===== config.mk =====
export PLATFORM = sky130hd
export DESIGN_NAME = bisection_sequencer
export DESIGN_NICKNAME = d
export VERILOG_FILES = /design/src/rtl/bisection_sequencer.sv
export SDC_FILE = /design/constraint.sdc
export NUM_CORES = 1
export LEC_CHECK = 0
export ABC_AREA = 1
export CORE_MARGIN = 3
export CORE_UTILIZATION = 61
export CTS_CLUSTER_SIZE = 16
export DETAILED_ROUTE_END_ITERATION = 12
export PLACE_DENSITY = 0.95
export SYNTH_ARGS = -nofsm -noshare
export SYNTH_HDL_FRONTEND = slang
export SYNTH_SLANG_ARGS = --single-unit
export TNS_END_PERCENT = 50

===== constraint.sdc =====
create_clock -name clk -period 10.85 [get_ports clk]
set_input_delay 1.085 -clock clk [delete_from_list [all_inputs] [get_ports clk]]
set_output_delay 1.085 -clock clk [all_outputs]
set_load 0.05 [all_outputs]

===== src/rtl/bisection_sequencer.sv =====
// rtl/bisection_sequencer.sv - bisection root-finding iteration controller for a shared evaluator
module bisection_sequencer #(
  parameter int W    = 20,
  parameter int FRAC = 15,
  parameter int IW   = 8
) (
  input  logic          clk,
  input  logic          rst_n,
  input  logic          start,
  input  logic [W-1:0]  a_init,
  input  logic [W-1:0]  b_init,
  input  logic [W-1:0]  tol_f,
  input  logic [W-1:0]  tol_x,
  input  logic [IW-1:0] max_iter,
  output logic          eval_req,
  output logic [W-1:0]  eval_x,
  input  logic          eval_ack,
  input  logic [W-1:0]  eval_fx,
  output logic          busy,
  output logic          done,
  output logic [W-1:0]  root,
  output logic [W-1:0]  f_root,
  output logic [IW-1:0] iters,
  output logic [1:0]    status
);

  // FRAC only documents the number format; no rescaling happens here.
  if (FRAC >= W) begin : g_frac_check
    $error("FRAC must be smaller than W");
  end

  localparam logic [1:0] ST_FTOL   = 2'b00;
  localparam logic [1:0] ST_XTOL   = 2'b01;
  localparam logic [1:0] ST_LIMIT  = 2'b10;
  localparam logic [1:0] ST_NOSIGN = 2'b11;

  localparam logic [W-1:0] MOST_NEG = {1'b1, {(W-1){1'b0}}};
  localparam logic [W-1:0] MAX_POS  = {1'b0, {(W-1){1'b1}}};

  typedef enum logic [2:0] {
    S_IDLE,
    S_EVAL_A,
    S_EVAL_B,
    S_CHECK,
    S_EVAL_M,
    S_UPDATE,
    S_FINISH
  } state_t;

  state_t        state_q, state_d;
  logic [W-1:0]  a_q, a_d;
  logic [W-1:0]  b_q, b_d;
  logic [W-1:0]  fa_q, fa_d;
  logic [W-1:0]  fb_q, fb_d;
  logic [W-1:0]  fm_q, fm_d;
  logic [W-1:0]  tol_f_q, tol_f_d;
  logic [W-1:0]  tol_x_q, tol_x_d;
  logic [IW-1:0] max_iter_q, max_iter_d;
  logic          eval_req_q, eval_req_d;
  logic [W-1:0]  eval_x_q, eval_x_d;
  logic          busy_q, busy_d;
  logic          done_q, done_d;
  logic [W-1:0]  root_q, root_d;
  logic [W-1:0]  f_root_q, f_root_d;
  logic [IW-1:0] iters_q, iters_d;
  logic [1:0]    status_q, status_d;

  // Midpoint in W+1 bits: the sum cannot overflow and dropping bit 0 is an
  // arithmetic shift, i.e. truncation toward -inf.
  logic [W:0]    sum_w;
  logic [W-1:0]  mid;
  assign sum_w = {a_q[W-1], a_q} + {b_q[W-1], b_q};
  assign mid   = sum_w[W:1];

  // |fm| with the most negative value saturated so it stays representable.
  logic [W-1:0]  fm_mag;
  assign fm_mag = !fm_q[W-1] ? fm_q : ((fm_q == MOST_NEG) ? MAX_POS : -fm_q);

  // Candidate interval after the sign-change test on the midpoint.
  logic          keep_left;
  logic [W-1:0]  upd_a, upd_b;
  logic [W:0]    width_w;
  logic [IW-1:0] iters_inc;
  assign keep_left = (fa_q[W-1] != fm_q[W-1]);
  assign upd_a     = keep_left ? a_q : mid;
  assign upd_b     = keep_left ? mid : b_q;
  assign width_w   = {upd_b[W-1], upd_b} - {upd_a[W-1], upd_a};
  assign iters_inc = iters_q + IW'(1);

  // Next-state, handshake and result computation.
  always_comb begin
    logic finish_now;
    finish_now  = 1'b0;
    state_d     = state_q;
    a_d         = a_q;
    b_d         = b_q;
    fa_d        = fa_q;
    fb_d        = fb_q;
    fm_d        = fm_q;
    tol_f_d     = tol_f_q;
    tol_x_d     = tol_x_q;
    max_iter_d  = max_iter_q;
    eval_req_d  = eval_req_q;
    eval_x_d    = eval_x_q;
    busy_d      = busy_q;
    done_d      = 1'b0;
    root_d      = root_q;
    f_root_d    = f_root_q;
    iters_d     = iters_q;
    status_d    = status_q;

    case (state_q)
      S_IDLE: begin
        if (start) begin
          a_d        = a_init;
          b_d        = b_init;
          tol_f_d    = tol_f;
          tol_x_d    = tol_x;
          max_iter_d = max_iter;
          iters_d    = '0;
          busy_d     = 1'b1;
          state_d    = S_EVAL_A;
        end
      end

      S_EVAL_A: begin
        if (!eval_req_q) begin
          eval_req_d = 1'b1;
          eval_x_d   = a_q;
        end else if (eval_ack) begin
          eval_req_d = 1'b0;
          fa_d       = eval_fx;
          state_d    = S_EVAL_B;
        end
      end

      S_EVAL_B: begin
        if (!eval_req_q) begin
          eval_req_d = 1'b1;
          eval_x_d   = b_q;
        end else if (eval_ack) begin
          eval_req_d = 1'b0;
          fb_d       = eval_fx;
          state_d    = S_CHECK;
        end
      end

      S_CHECK: begin
        if (fa_q == '0) begin
          root_d     = a_q;
          f_root_d   = fa_q;
          status_d   = ST_FTOL;
          finish_now = 1'b1;
        end else if (fb_q == '0) begin
          root_d     = b_q;
          f_root_d   = fb_q;
          status_d   = ST_FTOL;
          finish_now = 1'b1;
        end else if (fa_q[W-1] == fb_q[W-1]) begin
          root_d     = a_q;
          f_root_d   = fa_q;
          status_d   = ST_NOSIGN;
          finish_now = 1'b1;
        end else if (max_iter_q == '0) begin
          root_d     = a_q;
          f_root_d   = fa_q;
          status_d   = ST_LIMIT;
          finish_now = 1'b1;
        end else begin
          state_d    = S_EVAL_M;
        end
      end

      S_EVAL_M: begin
        if (!eval_req_q) begin
          eval_req_d = 1'b1;
          eval_x_d   = mid;
        end else if (eval_ack) begin
          eval_req_d = 1'b0;
          fm_d       = eval_fx;
          state_d    = S_UPDATE;
        end
      end

      S_UPDATE: begin
        iters_d  = iters_inc;
        root_d   = mid;
        f_root_d = fm_q;
        if (fm_mag <= tol_f_q) begin
          status_d   = ST_FTOL;
          finish_now = 1'b1;
        end else begin
          a_d = upd_a;
          b_d = upd_b;
          if (!keep_left) begin
            fa_d = fm_q;
          end
          if (width_w <= {1'b0, tol_x_q}) begin
            status_d   = ST_XTOL;
            finish_now = 1'b1;
          end else if (iters_inc == max_iter_q) begin
            status_d   = ST_LIMIT;
            finish_now = 1'b1;
          end else begin
            state_d    = S_EVAL_M;
          end
        end
      end

      S_FINISH: begin
        state_d = S_IDLE;
      end

      default: begin
        state_d = S_IDLE;
      end
    endcase

    if (finish_now) begin
      done_d  = 1'b1;
      busy_d  = 1'b0;
      state_d = S_FINISH;
    end
  end

  // State and datapath registers; reset abandons any run in flight.
  always_ff @(posedge clk or negedge rst_n) begin
    if (!rst_n) begin
      state_q    <= S_IDLE;
      a_q        <= '0;
      b_q        <= '0;
      fa_q       <= '0;
      fb_q       <= '0;
      fm_q       <= '0;
      tol_f_q    <= '0;
      tol_x_q    <= '0;
      max_iter_q <= '0;
      eval_req_q <= 1'b0;
      eval_x_q   <= '0;
      busy_q     <= 1'b0;
      done_q     <= 1'b0;
      root_q     <= '0;
      f_root_q   <= '0;
      iters_q    <= '0;
      status_q   <= ST_FTOL;
    end else begin
      state_q    <= state_d;
      a_q        <= a_d;
      b_q        <= b_d;
      fa_q       <= fa_d;
      fb_q       <= fb_d;
      fm_q       <= fm_d;
      tol_f_q    <= tol_f_d;
      tol_x_q    <= tol_x_d;
      max_iter_q <= max_iter_d;
      eval_req_q <= eval_req_d;
      eval_x_q   <= eval_x_d;
      busy_q     <= busy_d;
      done_q     <= done_d;
      root_q     <= root_d;
      f_root_q   <= f_root_d;
      iters_q    <= iters_d;
      status_q   <= status_d;
    end
  end

  assign eval_req = eval_req_q;
  assign eval_x   = eval_x_q;
  assign busy     = busy_q;
  assign done     = done_q;
  assign root     = root_q;
  assign f_root   = f_root_q;
  assign iters    = iters_q;
  assign status   = status_q;

endmodule


# Yosys cells after proc, flatten, opt, wreduce, memory -nomap -nowiden
# Cells that the tools add are included.
# word_totals
register_bits	224
input_bits	112
out_inout_bits	73
word_cells	147
# classes
addsub	4
order_cmp	2
n_eq_ne	33
mux	69
n_reduce_logical	22
# ops
op	count
$mux 20	23
$pmux 20 s2	5
$pmux 20 s3	1
$mux 3	15
$ne 3x3->1 const B	14
$logic_not 20->1	2
$add 20x20->21	1
$le 21x20->1	1
$sub 20x20->21	1
$eq 20x20->1 const B	1
$le 20x20->1	1
$neg 20->20	1
$pmux 3 s6	1
$ne 2x2->1 const B	8
$pmux 8 s2	1
$mux 2	7
$reduce_and 14->1	1
$mux 1	13
$reduce_and 3->1	4
$reduce_bool 2->1	5
$add 8x1->8 const B	1
$eq 8x8->1	1
$logic_not 8->1	1
$mux 8	1
15 further kinds	20

# Depth between registers and ports, before layout
# Gate-level depths: netlist (run 1).
# depth
word_depth	9
depth_mapped	37
ltp_nobuf	36

# Worst setup path before layout (run 1)
# OpenSTA, ideal clock, no wires.
# synth_path
path_kind	register to register
start	reg fm_q[19]
end	reg status_q[1], in the netlist status[1]
setup_time_ns	0.122
t_arrival_ns	4.934
setup_slack_ns	5.794
path_stages_with_launch	32
path_buffers	4
period_less_slack_ns	5.056
cell_sequence	dfrtp_1 -> buf_2 -> inv_2 -> nand2_1 -> nand2_1 -> inv_2 -> buf_4 -> buf_2 -> clkbuf_1 -> o21ai_0 -> ha_1 -> fa_1 -> o21ai_0 -> nand3_1 -> a21boi_0 -> nand2_1 -> nand2_1 -> nand4_1 -> nand3_1 -> nand3_1 -> nand2_2 -> a32oi_1 -> xor2_1 -> ha_1 -> nand2_1 -> or4_1 -> o32ai_1 -> nand3_2 -> nand3_2 -> nand2_4 -> nand2_1 -> o21ai_1
# synth_between
elab_chain_len	7
# synth_rtl
item	line_no	source
start: declaration	55	logic [W-1:0] fm_q, fm_d;
start signal: assignment	252	fm_q <= fm_d;
$ne 1x1->1	84	assign keep_left = (fa_q[W-1] != fm_q[W-1]);
$mux 20, on equally long branches	86, 85	
$sub 20x20->21	87	assign width_w = {upd_b[W-1], upd_b} - {upd_a[W-1], upd_a};
$le 21x20->1	198	if (width_w <= {1'b0, tol_x_q}) begin
$mux 2	198	
$mux 2	189	if (fm_mag <= tol_f_q) begin
$pmux 2 s2	112	case (state_q)
end signal: assignment	263	status_q <= status_d;
end: declaration	66	logic [1:0] status_q, status_d;
# Several ways; a longest one is shown, not always the timed one.
# A chain may end at the register's enable or synchronous reset.

# Worst setup path in the final report (run 1)
# Ends and elaborated chain as after synthesis.

==> results of run 1 <==
[worst min path at each step]
stage                from          to  cells after the start
2_1_floorplan     fb_q[0]     fb_q[0]                      2
3_3_place_gp   eval_x[15]  eval_x[15]                      2
3_5_place_dp   eval_x[17]  eval_x[17]                      2
4_1_cts        eval_x[17]  eval_x[17]                      2
5_1_grt           fb_q[6]     fb_q[6]                      2
6_report       eval_x[17]  eval_x[17]                      2
[area by class of cell]
type | instances | area, µm² | area share
Sequential cell | 224 | 5610 | 0.328
Timing Repair Buffer | 198 | 1950 | 0.114
Multi-Input combinational cell | 1357 | 7500 | 0.438
Clock buffer | 32 | 671 | 0.0392
Clock inverter | 12 | 168 | 0.00980
Inverter | 220 | 826 | 0.0483
Tap cell | 313 | 392 | 0.0229
[placed cells by master (no fill, tap or decap), types with 7 or more instances in the layout]
| cell type | instances |
|---|---|
| nand2_1 | 455 |
| dfrtp_1 | 224 |
| inv_1 | 208 |
| clkdlybuf4s50_1 | 183 |
| o21ai_0 | 169 |
| nor2_1 | 135 |
| a21oi_1 | 106 |
| nand3_1 | 98 |
| ha_1 | 71 |
| o211ai_1 | 33 |
| nand2_2 | 30 |
| mux2_2 | 29 |
| o22ai_1 | 27 |
| xor2_1 | 25 |
| clkbuf_16 | 24 |
| nor4_1 | 18 |
| nand4_1 | 18 |
| xnor2_1 | 17 |
| buf_4 | 14 |
| inv_2 | 11 |
| nor3_1 | 10 |
| o221ai_1 | 10 |
| a221oi_1 | 10 |
| a31oi_1 | 9 |
| a21boi_1 | 7 |
[through the flow]
step,hold WS (ns),util
2_1_floorplan,0.453,-
3_3_place_gp,0.465,0.714
3_5_place_dp,0.472,0.714
4_1_cts,0.486,0.751
5_1_grt,0.512,0.751
6_report,0.485,0.751
[critical path: cells and delay by family (launching register included)]
kind | cells | cell delay, ns
AND/OR/NAND/NOR | 15 | 2.08
flip-flops | 1 | 0.74
XOR/XNOR | 1 | 0.16
AO/OA/AOI/OAI | 6 | 1.44
adder cells (fa/ha/maj) | 3 | 1.00
buffers and inverters | 3 | 1.30
[registers in the layout (all words and copies together), names as in the netlist, 3 cells and up, named ones only]
name / cells
b_q: 19
eval_x: 20
root: 20
max_iter_q: 8
fm_q: 20
a_q: 20
fa_q: 20
f_root: 20
tol_f_q: 20
fb_q: 20
iters: 8
state_q: 3
tol_x_q: 20
[synthesized netlist by cell type (11+ instances only)]
library cell,number
nand2_2,28
o21ai_0,170
ha_1,71
clkbuf_1,66
mux2_2,29
o211ai_1,33
nor3_1,11
xor2_1,25
inv_2,11
dfrtp_1,224
inv_1,208
nand2_1,457
a21oi_1,106
nor4_1,18
nor2_1,136
nand4_1,18
o22ai_1,27
nand3_1,98
xnor2_1,17
[cell families (layout without fill, tap and decap cells)]
| logic type | Yosys count | after routing | synth area share |
|---|---|---|---|
| buffers and inverters | 298 | 462 | 0.0798 |
| adder cells (fa/ha/maj) | 73 | 73 | 0.0653 |
| XOR/XNOR | 42 | 42 | 0.0259 |
| multiplexers | 30 | 30 | 0.0237 |
| AND/OR/NAND/NOR | 795 | 795 | 0.239 |
| AO/OA/AOI/OAI | 417 | 417 | 0.172 |
| flip-flops | 224 | 224 | 0.394 |
[layer usage]
| metal | up-vias | GRT usage | wire, µm |
|---|---|---|---|
| met3 | 252 | 0.0622 | 4240 |
| met2 | 883 | 0.606 | 21900 |
| li1 | 6567 | - | - |
| met4 | 0 | 0.212 | 3050 |
| met5 | - | 0 | 0 |
| met1 | 6806 | 0.416 | 16100 |
==> metrics.csv, run 1 <==
metric,value,unit
result of the run,finished clean,
initial cell density of the core,0.624,
number of hold violations in the final report,0,
latest clock arrival within the worst-skew pair,0.55,ns
Die Width,159,µm
class of the worst hold path,reg2reg,
Post-Synthesis Net Count,2064,
layout-stage area growth over the synthesis result,20.3,%
overall die area,25200,µm²
Area contributors post-synth,"dfrtp_1 39%, nand2_1 12%, ha_1 6.2%",
number of antenna violations at the first check in global routing,0,
total standard cell area after synthesis,14200,µm²
Nets,2210,
"most used cell, CP",nand2_1,
Via Count,14508,
Yosys warning count,0,
clock-pin slew on the worst setup and hold paths,0.06,ns
part of the Yosys area used for sequential elements,0.394,
number of buffers inserted by port buffering,184,
CTS H-tree depth,1,
unrepaired setup endpoints after global routing,false,
Final Worst Setup Slack,3.90,ns
final worst clock skew,0.0203,ns
CTS Hold Bufs,0,
gr usage total,0.354,
Final TNS setup,0,ns
post-layout minimum cycle time,6.95,ns
# IOs,185,
Worst Max-Slew Pin Slew,1.14,ns
crit path to,status[1],
ant diodes,0,
number of library cell types mapped by synthesis,60,
kind of start point of the critical path,flip-flop,
final count of negative-setup-slack endpoints,0,
final weighted congestion of routability-driven global placement,1.02,
number of buffers inserted to repair setup after CTS,0,
Post-DP HPWL,31.6,mm
slowest stage cell on the critical path,inv_2,
biggest area consumer among synthesized cells,dfrtp_1,
post-layout instance count excluding filler cells,2356,
root buffer cell,clkbuf_16,
DR WL/cell,19.2,µm
post-detailed-route DRC marker count,0,
DRC violation total after the first TritonRoute iteration,1464,
number of synthesized flops with an enable pin,0,
number of cells traversed by the worst register-to-register path,28,
antenna violation net count after detailed routing,0,
PostCTS Resize Cnt,0,
largest buffer count on any clock path,3,
share of async-settable or async-resettable flops after synthesis,1.00,
Worst R2R Start,fm_q[19],
iteration count of the initial detailed-routing pass,8,
reg-to-reg critical path endpoint,status[1],
data arrival time at the worst-slack endpoint,7.36,ns
delay of the slowest critical-path stage,0.80,ns
ys flop type,dfrtp_1,
number of clock sinks seen by CTS,224,
via count of the first global-routing pass,14493,
global-route wire length before repair,71.3,mm
Synth top area share,0.394,
layout filler cell count,1605,
total placed cells including tap cells,2312,
via-per-instance ratio,6.16,
CP max FO,61,
largest net degree at the start of global routing,105,
fraction of layout cells with a size suffix above 1,0.0764,
max-slew headroom at the worst pin,0.238,
TritonCTS clock tree,done,
Fmax achieved,144,MHz
R2R Setup Slk,3.90,ns
"Slew Viols, Final",0,
Placed Area,16300,µm²
# Max-Cap Violations,0,
number of synthesized register bits,224,
total number of placement rows,55,
Final Cycle Share,0.640,
critical path start-end classification,reg2reg,
total congestion overflow after global routing,0,
category of the worst setup path capture point,flip-flop,
post-detailed-routing wire length,45.2,mm
average cell area after synthesis,7.57,µm²
required time of the critical path,11.27,ns
CORE AREA,22800,µm²
total clock buffers created by CTS,24,
total non-filler cell area in the finished layout,17100,µm²
worst slack at placement,4.30,ns
die height,159,µm
critical path launch point,fm_q[19],
gate count after technology mapping,1879,
Power of run 1 is left out: the tool's default activity adds up to more than one toggle a clock period on the data nets, which glitch-free logic cannot reach.
==> run 2: changes to the inputs <==
- CORE_UTILIZATION: 61 -> 51
- PLACE_DENSITY: 0.95 -> 0.88
- clock period: 10.85 -> 5.7 ns (I/O delays scaled with it)
==> metrics.csv, run 2 (synthesis results as in run 1) <==
metric,value,unit
result of the run,finished clean,
TritonCTS clock tree,done,
Placed Area,16400,µm²
layout-stage area growth over the synthesis result,22.4,%
cell family with most CP delay,simple AND/OR/NAND/NOR gates,
Nets,2221,
final worst clock skew,0.0122,ns
post-layout minimum cycle time,5.44,ns
post-detailed-routing wire length,44.8,mm
post-detailed-route DRC marker count,0,
Die Width,173,µm
largest net degree at the start of global routing,130,
max-slew headroom at the worst pin,0.210,
Fmax achieved,184,MHz
antenna violation net count after detailed routing,0,
CP max FO,6,
CORE AREA,27200,µm²
R2R Setup Slk,0.26,ns
clock-pin slew on the worst setup and hold paths,0.06,ns
detailed route wirelength on metal2,21.1,mm
DR WL/cell,18.5,µm
class of the worst hold path,in2async,
"most used cell, CP",nand2_1,
fraction of layout cells with a size suffix above 1,0.0920,
total number of placement rows,60,
post-layout instance count excluding filler cells,2426,
ant diodes,0,
data arrival time at the worst-slack endpoint,5.87,ns
final weighted congestion of routability-driven global placement,1.05,
final count of negative-setup-slack endpoints,0,
Via Count,14142,
wire length on met1,17.5,mm
largest buffer count on any clock path,3,
via-per-instance ratio,5.83,
gr usage total,0.286,
Final Cycle Share,0.955,
overall die area,29900,µm²
total buffers and inverters traversed by the critical path,2,
total non-filler cell area in the finished layout,17400,µm²
global-route wire length before repair,70.7,mm
worst slack at placement,0.179,ns
die height,173,µm
iteration count of the initial detailed-routing pass,6,
category of the worst setup path capture point,flip-flop,
critical path start-end classification,reg2reg,
root buffer cell,clkbuf_16,
Final Worst Setup Slack,0.258,ns
latest clock arrival within the worst-skew pair,0.55,ns
top metal layer carrying routed signals,met5,
"leading cell type in the layout, fill and taps excluded",nand2_1,
DRC violation total after the first TritonRoute iteration,1426,
number of buffers inserted by port buffering,184,
number of clock sinks seen by CTS,224,
length of routed met3 wiring,3.86,mm
number of antenna violations at the first check in global routing,3,
delay of the slowest critical-path stage,0.45,ns
initial cell density of the core,0.523,
slowest stage cell on the critical path,dfrtp_1,
CTS H-tree depth,1,
Worst Max-Slew Pin Slew,1.18,ns
total placed cells including tap cells,2380,
# IOs,185,
"leading cell types in the layout, fill and taps excluded","453 x nand2_1, 223 x dfrtp_1, 208 x inv_1",
# Max-Cap Violations,0,
Post-DP HPWL,31.7,mm
via count of the first global-routing pass,13807,
"Slew Viols, Final",0,
Final TNS setup,0,ns
number of hold violations in the final report,0,
kind of start point of the critical path,flip-flop,
total clock buffers created by CTS,25,
required time of the critical path,6.13,ns
total congestion overflow after global routing,0,
-- run 2: changes by cell type in the layout (fill, tap and decap cells not counted), sizes merged --
cell	change
inv	+2
clkinvlp	-2
bufinv	-2
clkbuf	+3
buf	+10
-- run 2: per-layer routing --
layer | vias up | track usage
met5 | - | 0
met4 | 6 | 0.127
met3 | 170 | 0.0527
met2 | 738 | 0.483
met1 | 6653 | 0.358
li1 | 6575 | -
-- run 2: final timing paths --
kind / start / end / cells after the start
setup / recovery: b_q[2] / status[1] / 32
hold / removal: rst_n / a_q[12] / 1
setup reg to reg: b_q[2] / status[1] / 32
hold reg to reg: eval_x[15] / eval_x[15] / 2
max in group asynchronous: rst_n / a_q[0] / 2
min in group clk: eval_x[15] / eval_x[15] / 2
-- run 2: worst register-to-register path: cells and delay by family (launching register included) --
kind                       cells  cell delay, ns
AOI/OAI and AO/OA              8            1.32
adders and majority gates      3            0.93
DFF                            1            0.45
buffers and inverters          2            0.12
and+or+nand+nor               17            2.17
xor gates and xnor gates       2            0.35
-- run 2: final cells by class --
type / count / area, µm²
multi-input cells: 1357 / 7620
flip-flops and latches: 224 / 5610
well taps: 372 / 465
inverters: 220 / 828
fillers: 2254 / 9770
repair buffers: 208 / 2040
clock buffers: 35 / 743
clock inverters: 10 / 96.3
-- run 2: what timing repair did --
action                                  CTS  global route
setup buffers                             0             1
resized for setup                         0            29
endpoints found under the setup margin    0            27
hold buffers                              0             0
-- run 2: through the flow --
stage	utilization	hold WS [ns]
6_report	0.641	0.0231
5_1_grt	0.641	0.0749
4_1_cts	0.636	0.0776
3_5_place_dp	0.605	0.473
3_3_place_gp	0.605	0.466
2_1_floorplan	-	0.274
Power of run 2 is left out for the same reason.
==> run 3: changes to the inputs <==
- CORE_UTILIZATION: 51 -> 45
- GPL_ROUTABILITY_DRIVEN: not set -> 0
- PLACE_DENSITY: 0.88 -> 0.8
==> metrics.csv, run 3 (synthesis results as in run 1) <==
metric,value,unit
critical path launch point,fm_q[19],
DR WL/cell,17.8,µm
final worst clock skew,0.0234,ns
gr usage total,0.250,
class of the worst hold path,in2async,
data arrival time at the worst-slack endpoint,5.92,ns
Fmax achieved,184,MHz
Post-DP HPWL,31.5,mm
fraction of layout cells with a size suffix above 1,0.0931,
"Slew Viols, Final",0,
crit path to,status[0],
"most used cell, CP",nand2_1,
Worst Max-Slew Pin Slew,1.35,ns
total congestion overflow after global routing,0,
initial cell density of the core,0.461,
required time of the critical path,6.19,ns
cell family with most CP delay,simple AND/OR/NAND/NOR gates,
overall die area,33800,µm²
max-slew headroom at the worst pin,0.0946,
"leading cell types in the layout, fill and taps excluded","455 x nand2_1, 223 x dfrtp_1, 207 x inv_1",
# Max-Cap Violations,0,
CP max FO,35,
latest clock arrival within the worst-skew pair,0.56,ns
Worst R2R Start,fm_q[19],
Via Count,14052,
die height,184,µm
TritonCTS clock tree,done,
number of hold violations in the final report,0,
total buffers and inverters traversed by the critical path,2,
CTS Hold Bufs,0,
via-per-instance ratio,5.72,
layout-stage area growth over the synthesis result,22.9,%
number of clock sinks seen by CTS,224,
clock-pin slew on the worst setup and hold paths,0.07,ns
slowest stage cell on the critical path,or4_1,
iteration count of the initial detailed-routing pass,10,
# IOs,185,
via count of the first global-routing pass,13392,
category of the worst setup path capture point,flip-flop,
global-route wire length before repair,68.3,mm
root buffer cell,clkbuf_16,
Nets,2230,
final count of negative-setup-slack endpoints,0,
Stages on worst setup path,26,
largest buffer count on any clock path,3,
total clock buffers created by CTS,26,
violations in the final reports,DRC,
CTS H-tree depth,1,
post-layout minimum cycle time,5.44,ns
number of buffers inserted by port buffering,184,
total number of placement rows,64,
post-detailed-routing wire length,43.8,mm
CORE AREA,30800,µm²
result of the run,"complete, but fails checks",
"leading cell type in the layout, fill and taps excluded",nand2_1,
number of cells traversed by the worst register-to-register path,26,
number of antenna violations at the first check in global routing,2,
Die Width,184,µm
antenna violation net count after detailed routing,0,
post-detailed-route DRC marker count,1,
critical path start-end classification,reg2reg,
delay of the slowest critical-path stage,0.53,ns
kind of start point of the critical path,flip-flop,
Final Cycle Share,0.954,
DRC violation total after the first TritonRoute iteration,1344,
reg-to-reg critical path endpoint,status[0],
ant diodes,0,
R2R Setup Slk,0.26,ns
WHS,0.0834,ns
largest net degree at the start of global routing,113,
run 3: how the worst min path moves through the flow:
stage                 end  slack [ns]  cells after the start
6_report           a_q[7]        0.08                      1
5_1_grt            a_q[7]        0.14                      1
4_1_cts            a_q[7]        0.11                      1
3_5_place_dp    f_root[4]        0.47                      2
3_3_place_gp   eval_x[14]        0.46                      2
2_1_floorplan   async pin        0.27                      0
run 3: cell type report:
class                           count  area (µm²)
Inverter                          220         830
Multi-Input combinational cell   1357        7610
Sequential cell                   224        5610
Clock buffer                       36         758
Fill cell                        2667       13400
Tap cell                          396         495
Timing Repair Buffer              216        2100
Clock inverter                      9        72.6
run 3: per-layer routing:
metal  vias to the layer above  part of all wire  track usage
met5                         -           0.00075            0
met4                         4             0.047        0.105
met3                       147             0.090       0.0441
met2                       726              0.47        0.420
met1                      6586              0.39        0.319
li1                       6589                 -            -
run 3: timing repair:
action	4_1_cts	5_1_grt
resized for setup	0	25
endpoints found under the setup margin	0	32
endpoints found under the hold margin	0	0
setup buffers	0	15
run 3: metrics by stage:
stage | util | setup WS [ns] | setup TNS, ns | cells | cell area, µm²
floorplan | - | 0.644 | 0 | 1879 | 14200
finish | 0.567 | 0.263 | 0 | 2458 | 17500
global route | 0.567 | -0.0944 | -0.253 | 2458 | 17500
global placement | 0.533 | 0.468 | 0 | 2398 | 16400
CTS | 0.559 | 0.159 | 0 | 2443 | 17200
detailed placement | 0.533 | 0.247 | 0 | 2398 | 16400
Power of run 3 is left out for the same reason.
